**config.mk**
```make
export PLATFORM = sky130hd
export DESIGN_NAME = car_path_controller
export DESIGN_NICKNAME = d
export VERILOG_FILES = /design/src/rtl/car_path_controller.sv
export SDC_FILE = /design/constraint.sdc
export NUM_CORES = 1
export LEC_CHECK = 0
export ABC_AREA = 1
export CAP_MARGIN = 25
export CORE_ASPECT_RATIO = 0.9
export CORE_MARGIN = 4
export CORE_UTILIZATION = 51
export CTS_CLUSTER_DIAMETER = 120
export DETAILED_ROUTE_END_ITERATION = 16
export PLACE_DENSITY = 0.82
export SYNTH_ARGS = -nofsm -noshare
export SYNTH_HDL_FRONTEND = slang
export SYNTH_SLANG_ARGS = --single-unit
```
**constraint.sdc**
```tcl
create_clock -name clk -period 1.6 [get_ports clk]
set_clock_uncertainty 0.1 [all_clocks]
set_input_delay 0.32 -clock clk [delete_from_list [all_inputs] [get_ports clk]]
set_output_delay 0.32 -clock clk [all_outputs]
set_load 0.1 [all_outputs]
```
**src/rtl/car_path_controller.sv**
```systemverilog
// car_path_controller: owns one car's anchor on a horizontal lane and sequences
// the sprite drawer through an erase pass and a redraw pass once per frame tick.
module car_path_controller #(
    parameter int unsigned FRAME_TICKS = 833333,
    parameter logic [7:0]  STEP        = 8'd1,
    parameter logic [7:0]  X_START     = 8'd0,
    parameter logic [6:0]  Y_START     = 7'd50,
    parameter logic [7:0]  X_END       = 8'd140
) (
    input  logic       clk,
    input  logic       reset,
    input  logic       start,
    input  logic       kill,
    input  logic       draw_done,
    output logic       draw_enable,
    output logic       erase_mode,
    output logic       plot,
    output logic [7:0] car_x,
    output logic [6:0] car_y,
    output logic       active,
    output logic       arrived
);

    localparam int TW = (FRAME_TICKS > 1) ? $clog2(FRAME_TICKS) : 1;
    localparam logic [TW-1:0] TICK_LAST = TW'(FRAME_TICKS - 1);

    typedef enum logic [2:0] {
        S_IDLE         = 3'd0,
        S_DRAW         = 3'd1,
        S_DRAW_SETTLE  = 3'd2,
        S_WAIT         = 3'd3,
        S_ERASE        = 3'd4,
        S_ERASE_SETTLE = 3'd5,
        S_MOVE         = 3'd6
    } state_t;

    state_t        state_q, state_d;
    logic [TW-1:0] tick_q, tick_d;
    logic          kill_pending_q, kill_pending_d;
    logic          kill_flag_q, kill_flag_d;
    logic [7:0]    car_x_q, car_x_d;
    logic [6:0]    car_y_q, car_y_d;
    logic          active_q, active_d;
    logic          arrived_q, arrived_d;
    logic          draw_enable_q, draw_enable_d;
    logic          erase_mode_q, erase_mode_d;
    logic [8:0]    sum_s;
    logic          consume_kill_s;

    // State and output registers; async reset drops the drawer enable at once.
    always_ff @(posedge clk or posedge reset) begin
        if (reset) begin
            state_q        <= S_IDLE;
            tick_q         <= '0;
            kill_pending_q <= 1'b0;
            kill_flag_q    <= 1'b0;
            car_x_q        <= X_START;
            car_y_q        <= Y_START;
            active_q       <= 1'b0;
            arrived_q      <= 1'b0;
            draw_enable_q  <= 1'b0;
            erase_mode_q   <= 1'b0;
        end else begin
            state_q        <= state_d;
            tick_q         <= tick_d;
            kill_pending_q <= kill_pending_d;
            kill_flag_q    <= kill_flag_d;
            car_x_q        <= car_x_d;
            car_y_q        <= car_y_d;
            active_q       <= active_d;
            arrived_q      <= arrived_d;
            draw_enable_q  <= draw_enable_d;
            erase_mode_q   <= erase_mode_d;
        end
    end

    // Next-state, anchor update and kill bookkeeping.
    always_comb begin
        state_d        = state_q;
        tick_d         = tick_q;
        kill_pending_d = kill_pending_q;
        kill_flag_d    = kill_flag_q;
        car_x_d        = car_x_q;
        car_y_d        = car_y_q;
        active_d       = active_q;
        arrived_d      = 1'b0;
        sum_s          = {1'b0, car_x_q} + {1'b0, STEP};
        consume_kill_s = (state_q == S_WAIT) && kill_pending_q;

        case (state_q)
            S_IDLE: begin
                if (start) begin
                    car_x_d  = X_START;
                    car_y_d  = Y_START;
                    active_d = 1'b1;
                    state_d  = S_DRAW;
                end else begin
                    state_d = S_IDLE;
                end
            end
            S_DRAW: begin
                if (draw_done) begin
                    state_d = S_DRAW_SETTLE;
                end else begin
                    state_d = S_DRAW;
                end
            end
            S_DRAW_SETTLE: begin
                tick_d  = '0;
                state_d = S_WAIT;
            end
            S_WAIT: begin
                if (kill_pending_q) begin
                    kill_flag_d = 1'b1;
                    tick_d      = '0;
                    state_d     = S_ERASE;
                end else if (tick_q == TICK_LAST) begin
                    tick_d  = '0;
                    state_d = S_ERASE;
                end else begin
                    tick_d = tick_q + TW'(1);
                end
            end
            S_ERASE: begin
                if (draw_done) begin
                    state_d = S_ERASE_SETTLE;
                end else begin
                    state_d = S_ERASE;
                end
            end
            S_ERASE_SETTLE: begin
                if (kill_flag_q) begin
                    active_d    = 1'b0;
                    kill_flag_d = 1'b0;
                    state_d     = S_IDLE;
                end else begin
                    state_d = S_MOVE;
                end
            end
            S_MOVE: begin
                // Saturate at the lane end rather than wrapping the 8-bit anchor.
                if (sum_s >= {1'b0, X_END}) begin
                    car_x_d   = X_END;
                    arrived_d = 1'b1;
                    active_d  = 1'b0;
                    state_d   = S_IDLE;
                end else begin
                    car_x_d = sum_s[7:0];
                    state_d = S_DRAW;
                end
            end
            default: begin
                state_d = S_IDLE;
            end
        endcase

        if ((state_q == S_IDLE) || (state_d == S_IDLE)) begin
            kill_pending_d = 1'b0;
        end else if (consume_kill_s) begin
            kill_pending_d = 1'b0;
        end else if (kill) begin
            kill_pending_d = 1'b1;
        end else begin
            kill_pending_d = kill_pending_q;
        end

        draw_enable_d = (state_d == S_DRAW) || (state_d == S_ERASE);
        erase_mode_d  = (state_d == S_ERASE);
    end

    assign draw_enable = draw_enable_q;
    assign erase_mode  = erase_mode_q;
    assign plot        = draw_enable_q;
    assign car_x       = car_x_q;
    assign car_y       = car_y_q;
    assign active      = active_q;
    assign arrived     = arrived_q;

endmodule

```
==> reports/metrics.yaml, run 1 <==
worst_setup_path:
  r2r_slack_ps: -310
  critical_path_class: "reg2reg"
  worstSetupEndpointType: "flip-flop"
  cp_top_family: "simple AND/OR/NAND/NOR gates"
  slowest_stage: "dfrtp_1"
  max_stage_delay_ps: 460
  critPathMaxFanout: 3
  cp_common_cell: "nor2_2"
  crit_chain: "ha_4 -> nand3_2 -> nor2_2 -> nand3_2 -> nor2_2 -> nand4_1 -> nor2_2 -> nand2_1 -> nand2_1 -> nor2_1"
  crit_buf_inv: 0
  arrival_ps: 2000
  worstReg2RegEnd: "tick_q[16]$_DFFE_PP0P_"
  crit_cells: 10
  r2r_start: "tick_q[0]$_DFFE_PP0P_"
  r2r_cells: 10
  crit_required_ps: 1690
  start_kind: "flip-flop"
clock_network:
  clk_latency_ps: 310
  cts_max_path_buffers: 2
  cts-root-buf: "clkbuf_8"
  clk_pin_slew_ps: 80
  ctsHoldBuffers: 0
  htreeDepth: 2
  cts_tree: "done"
  cts_buffers: 5
  clock_sinks: 37
status:
  status: "finished, violations left"
  violations: "setup timing"
finish:
  fin_nets: 393
  diodes: 0
  instances_no_fill: 448
  final_util: 0.798
  final_cell_mix: "buf_4 (61), nand2_1 (55), nor2_1 (29), inv_1 (27), dfrtp_1 (25)"
  area_growth_pct: 51.4
  drive_gt1_frac: 0.443
  final_common_cell: "buf_4"
pwr:
  cellPowerDensity_mw_per_mm2: 1270
  p_leak_nw: 1.61
  power.total_w: 0.00448
  ir_drop_mv: 1.24
global_routing:
  overflow: 0
  grt_pass1_vias: 2327
  grt_max_degree: 38
  antenna_found_initial: 0
  track_usage: 0.252
  met2_usage: 0.439
  grt_pass1_wl_um: 11000
  met1_usage: 0.296
  top_usage_layer: "met2"
  met3_usage: 0.0608
sta:
  min_period_over_period: 1.19
  finalHoldViolations: 0
  worst_slack_ps: -309
  finalSetupViolCount: 32
  fin_crit_ps: 1910
  rsz0062_at_grt: "true"
  max_freq_ghz: 0.524
  slew_violations: 0
  setup_tns_ps: -4410
logic_synthesis:
  yosysSeqAreaShare: 0.397
  ys_ff_latch: 37
  synthFlopType: "dfrtp_1"
  synth_cells: 298
  avgSynthCellArea_um2: 7.83
  synth_edf_count: 0
  syn_area_mm2: 0.00233
  postSynth.asyncResetShare: 1.00
  netlist-cell-type-count: 39
  ys_warn_count: 0
floorplan:
  die-area_mm2: 0.00573
  row_count: 23
  fp.dieH_um: 72.2
  fp.dieW_um: 79.3
  io_pins: 25
  core_area_mm2: 0.00443
  initial_core_util: 0.527
route:
  vias: 2535
  via_per_inst: 5.66
  wl_um: 7860
  wl_per_cell_um: 17.5
  antenna_left: 0
  dr.pass1.iters: 5
  drtIter0Drc: 195
  detail_route.drc_violations: 0
placed_design:
  place_congestion: 0.929
  placedCellCount: 432
  dp_hpwl_um: 4720
  portBuffers: 17
  place_ws_ps: -209
flow_run:
  max_cap_violations: 0
hold_path:
  worst_hold_path_type: "in2async"
cell type report:
cell class	count	area [µm²]
inverter	39	161
timing repair buffer	83	823
tap	62	77.6
sequential	37	956
fill	258	896
timing repair inverter	1	6.26
multi-input combinational	218	1420
clock buffer	8	90.1
worst reg2reg max path: cells and delay by family, from the launching register on:
family        cells  cell delay (ps)
simple gates      9             1050
fa+ha+maj         1              200
flops             1              460
how the worst max path moves through the flow:
stage | end | start | slack [ps]
detailed placement | kill_pending_q$_DFFE_PP0P_ | draw_done | -210
floorplan | kill_pending_q$_DFFE_PP0P_ | car_x[1]$_DFFE_PP0P_ | -250
finish | tick_q[16]$_DFFE_PP0P_ | tick_q[0]$_DFFE_PP0P_ | -310
global route | tick_q[16]$_DFFE_PP0P_ | tick_q[0]$_DFFE_PP0P_ | -410
global placement | kill_pending_q$_DFFE_PP0P_ | draw_done | -140
CTS | kill_pending_q$_DFFE_PP0P_ | car_x[0]$_DFFE_PP0P_ | -150
per-layer routing:
metal,vias up,part of all wire
li1,1128,-
met5,-,0
met3,44,0.063
met1,1214,0.37
met4,0,0.054
met2,149,0.51
state kept, by name, summed over array words and instances (netlist names):
name and count:
tick_q 20, kill_pending_q 1, kill_flag_q 1, state_q 3, car_x 8, draw_enable 1
arrived 1, active 1, erase_mode 1
cells by family after synthesis:
| logic type | Yosys count | synth area share |
|---|---|---|
| adder cells (fa/ha/maj) | 3 | 0.0161 |
| buffers and inverters | 48 | 0.0927 |
| AO/OA/AOI/OAI | 28 | 0.0756 |
| other | 2 | 0.00322 |
| XOR/XNOR | 10 | 0.0375 |
| flip-flops | 37 | 0.397 |
| AND/OR/NAND/NOR | 170 | 0.378 |
where the power goes:
part / leakage, nW / internal, W / switching [W]
Combinational: 1.08 / 0.000934 / 0.00162
Sequential: 0.482 / 0.00107 / 0.000162
Clock: 0.0455 / 0.000351 / 0.000338
Total: 1.61 / 0.00236 / 0.00212
synthesized netlist by cell type (all sizes together), types with 5 or more instances:
cell type   n  area [µm²]
a21oi       5        25.0
buf         9        65.1
dfrtp      37         926
inv        38         148
nand2      70         295
nand3      28         165
nand4      11        75.1
nor2       46         219
nor3       12        97.6
o21ai      12        63.8
xor2        7        61.3
stage by stage:
| stage | cell area [µm²] | hold slack (ps) |
|---|---|---|
| after global placement | 3180 | 425 |
| after CTS | 3390 | 283 |
| final | 3540 | 269 |
| after floorplan | 2410 | 400 |
| after detailed placement | 3180 | 425 |
| after global routing | 3540 | 281 |
repair_timing:
item,4_1_cts,5_1_grt
pin swaps,9,14
gates cloned,0,1
buffers inserted,4,3
gates resized for setup,20,31
setup endpoints to repair,26,35
Note: power is estimated with default switching activity, not from simulation.
==> inputs of run 2 (changes only) <==
--- a/config.mk
+++ b/config.mk
@@ -6,10 +6,11 @@
 export NUM_CORES = 1
 export LEC_CHECK = 0
 export ABC_AREA = 1
-export CAP_MARGIN = 25
+export CELL_PAD_IN_SITES_DETAIL_PLACEMENT = 1
+export CELL_PAD_IN_SITES_GLOBAL_PLACEMENT = 2
 export CORE_ASPECT_RATIO = 0.9
 export CORE_MARGIN = 4
-export CORE_UTILIZATION = 51
+export CORE_UTILIZATION = 30
 export CTS_CLUSTER_DIAMETER = 120
 export DETAILED_ROUTE_END_ITERATION = 16
 export PLACE_DENSITY = 0.82
==> reports/metrics.yaml, run 2 (synthesized netlist as in run 1, its figures left out) <==
status:
  status: "finished, violations left"
  violations: "setup timing"
worst_setup_path:
  slowest_stage: "dfrtp_4"
  critical_path_class: "reg2reg"
  max_stage_delay_ps: 460  # about the same
  crit_chain: "ha_4 -> nand3_4 -> nor2_4 -> nand2_1 -> nand2_2 -> nor2_1 -> nand2_1 -> nand2_4 -> nand2_8 -> nand3_4 -> nor2_2 -> nor2_2"
  start_kind: "flip-flop"
  worstSetupEndpointType: "flip-flop"
  crit_required_ps: 1680  # about the same
  arrival_ps: 1870  # -130 ps
  critPathMaxFanout: 5  # +2
floorplan:
  io_pins: 25  # unchanged
  core_area_mm2: 0.00754  # +70%
  initial_core_util: 0.309  # -0.217
  fp.dieW_um: 101  # +27%
  fp.dieH_um: 91.7  # +27%
  die-area_mm2: 0.00926  # +62%
  row_count: 30  # +30%
clock_network:
  cts_tree: "done"
  clk_pin_slew_ps: 80  # about the same
  clock_sinks: 37  # unchanged
  cts-root-buf: "clkbuf_8"
  clk_latency_ps: 290  # -20 ps
  cts_max_path_buffers: 2  # unchanged
  htreeDepth: 2  # unchanged
  cts_buffers: 5  # unchanged
pwr:
  ir_drop_mv: 0.861  # -31%
  cellPowerDensity_mw_per_mm2: 1160  # -8.2%
  p_leak_nw: 1.68  # +4.8%
sta:
  fin_crit_ps: 1790  # -116 ps
  rsz0062_at_grt: "true"
  finalHoldViolations: 0  # unchanged
  finalSetupViolCount: 26  # -19%
  min_period_over_period: 1.12  # -0.0727
  slew_violations: 0  # unchanged
  max_freq_ghz: 0.558  # +6.5%
  worst_slack_ps: -192  # +116 ps
hold_path:
  worst_hold_path_type: "in2async"
finish:
  regMostFlops: "tick_q"
  final_cell_mix: "buf_4 (71), nand2_1 (51), inv_1 (26), dfrtp_1 (26), nor2_1 (25)"
  area_growth_pct: 62.4
  fin_nets: 408  # +3.8%
  drive_gt1_frac: 0.501  # +0.0582
  largest_reg_flops: 20  # unchanged
  diodes: 0  # unchanged
  fillerInstances: 891  # +250%
  final_common_cell: "buf_4"
  fin_area_mm2: 0.00379  # +7.2%
  instances_no_fill: 497  # +11%
route:
  detail_route.drc_violations: 0  # unchanged
  drtIter0Drc: 44  # -77%
  wl_um: 7550  # -3.9%
  antenna_left: 0  # unchanged
  via_per_inst: 4.79  # -15%
  vias: 2383  # -6.0%
  dr.pass1.iters: 4  # -1
  wl_per_cell_um: 15.2  # -13%
flow_run:
  max_cap_violations: 0  # unchanged
placed_design:
  place_congestion: 0.795  # -14%
  placedInstanceArea_mm2: 0.00324  # +2.0%
  dp_hpwl_um: 5260  # +11%
  place_ws_ps: -209  # +0.0950 ps
  placedCellCount: 469  # +8.6%
  portBuffers: 17  # unchanged
global_routing:
  grt_pass1_wl_um: 12300  # +12%
  track_usage: 0.164  # -0.0882
  grt_pass1_vias: 2566  # +10%
  antenna_found_initial: 0  # unchanged
  grt_max_degree: 38  # unchanged
  overflow: 0  # unchanged
## run 2: power by group
group	internal, W	switching, W	leakage [nW]
Clock	0.000352	0.000353	0.0455
Combinational	0.000962	0.00152	1.16
Sequential	0.00107	0.000155	0.484
Total	0.00238	0.00203	1.68
## run 2: layout make-up
class / count / area (µm²) / area share
Clock buffer: 8 / 90.1 / 0.0238
Inverter: 39 / 154 / 0.0406
Multi-Input combinational cell: 218 / 1510 / 0.397
Sequential cell: 37 / 955 / 0.252
Tap cell: 96 / 120 / 0.0317
Timing Repair Buffer: 99 / 966 / 0.255
## run 2: routing by layer
| metal | track usage | wire (µm) | part of all wire |
|---|---|---|---|
| met3 | 0.0243 | 248 | 0.033 |
| met5 | 0 | 0 | 0 |
| met1 | 0.219 | 3230 | 0.43 |
| met2 | 0.276 | 3950 | 0.52 |
| met4 | 0.0443 | 125 | 0.017 |
## run 2: worst max-delay path, delay by kind of cell (launching register included)
| family | cells | cell delay (ps) |
|---|---|---|
| adder cells (fa/ha/maj) | 1 | 180 |
| flip-flops | 1 | 460 |
| AND/OR/NAND/NOR | 11 | 920 |
## run 2: timing repair
action                     in CTS  in global routing
hold endpoints to repair        0                  0
gates cloned                    0                  0
pin swaps                      11                 28
hold buffers                    0                  0
gates resized for setup        26                 51
setup buffers                  13                 10
setup endpoints to repair      33                 36
## run 2: worst paths after layout
kind	start	end	slack, ps	cells after the start
max	car_x[0]$_DFFE_PP0P_	kill_pending_q$_DFFE_PP0P_	-190	12
min	reset	car_x[5]$_DFFE_PP0P_	290	3
max reg2reg	car_x[0]$_DFFE_PP0P_	kill_pending_q$_DFFE_PP0P_	-190	12
min reg2reg	active$_DFFE_PP0P_	active$_DFFE_PP0P_	440	2
max in group asynchronous	reset	draw_enable$_DFF_PP0_	890	3
min in group clk	active$_DFFE_PP0P_	active$_DFFE_PP0P_	440	2
## run 2: through the flow
stage	power (W)	hold WS (ps)	TNS (ps)	util
finish	0.00441	287	-2850	0.502
global route	0.00468	296	-6900	0.502
CTS	0.00432	296	-1790	0.468
detailed placement	0.00348	432	-2150	0.430
global placement	0.00343	426	-1330	0.430
floorplan	0.00260	400	-2140	-
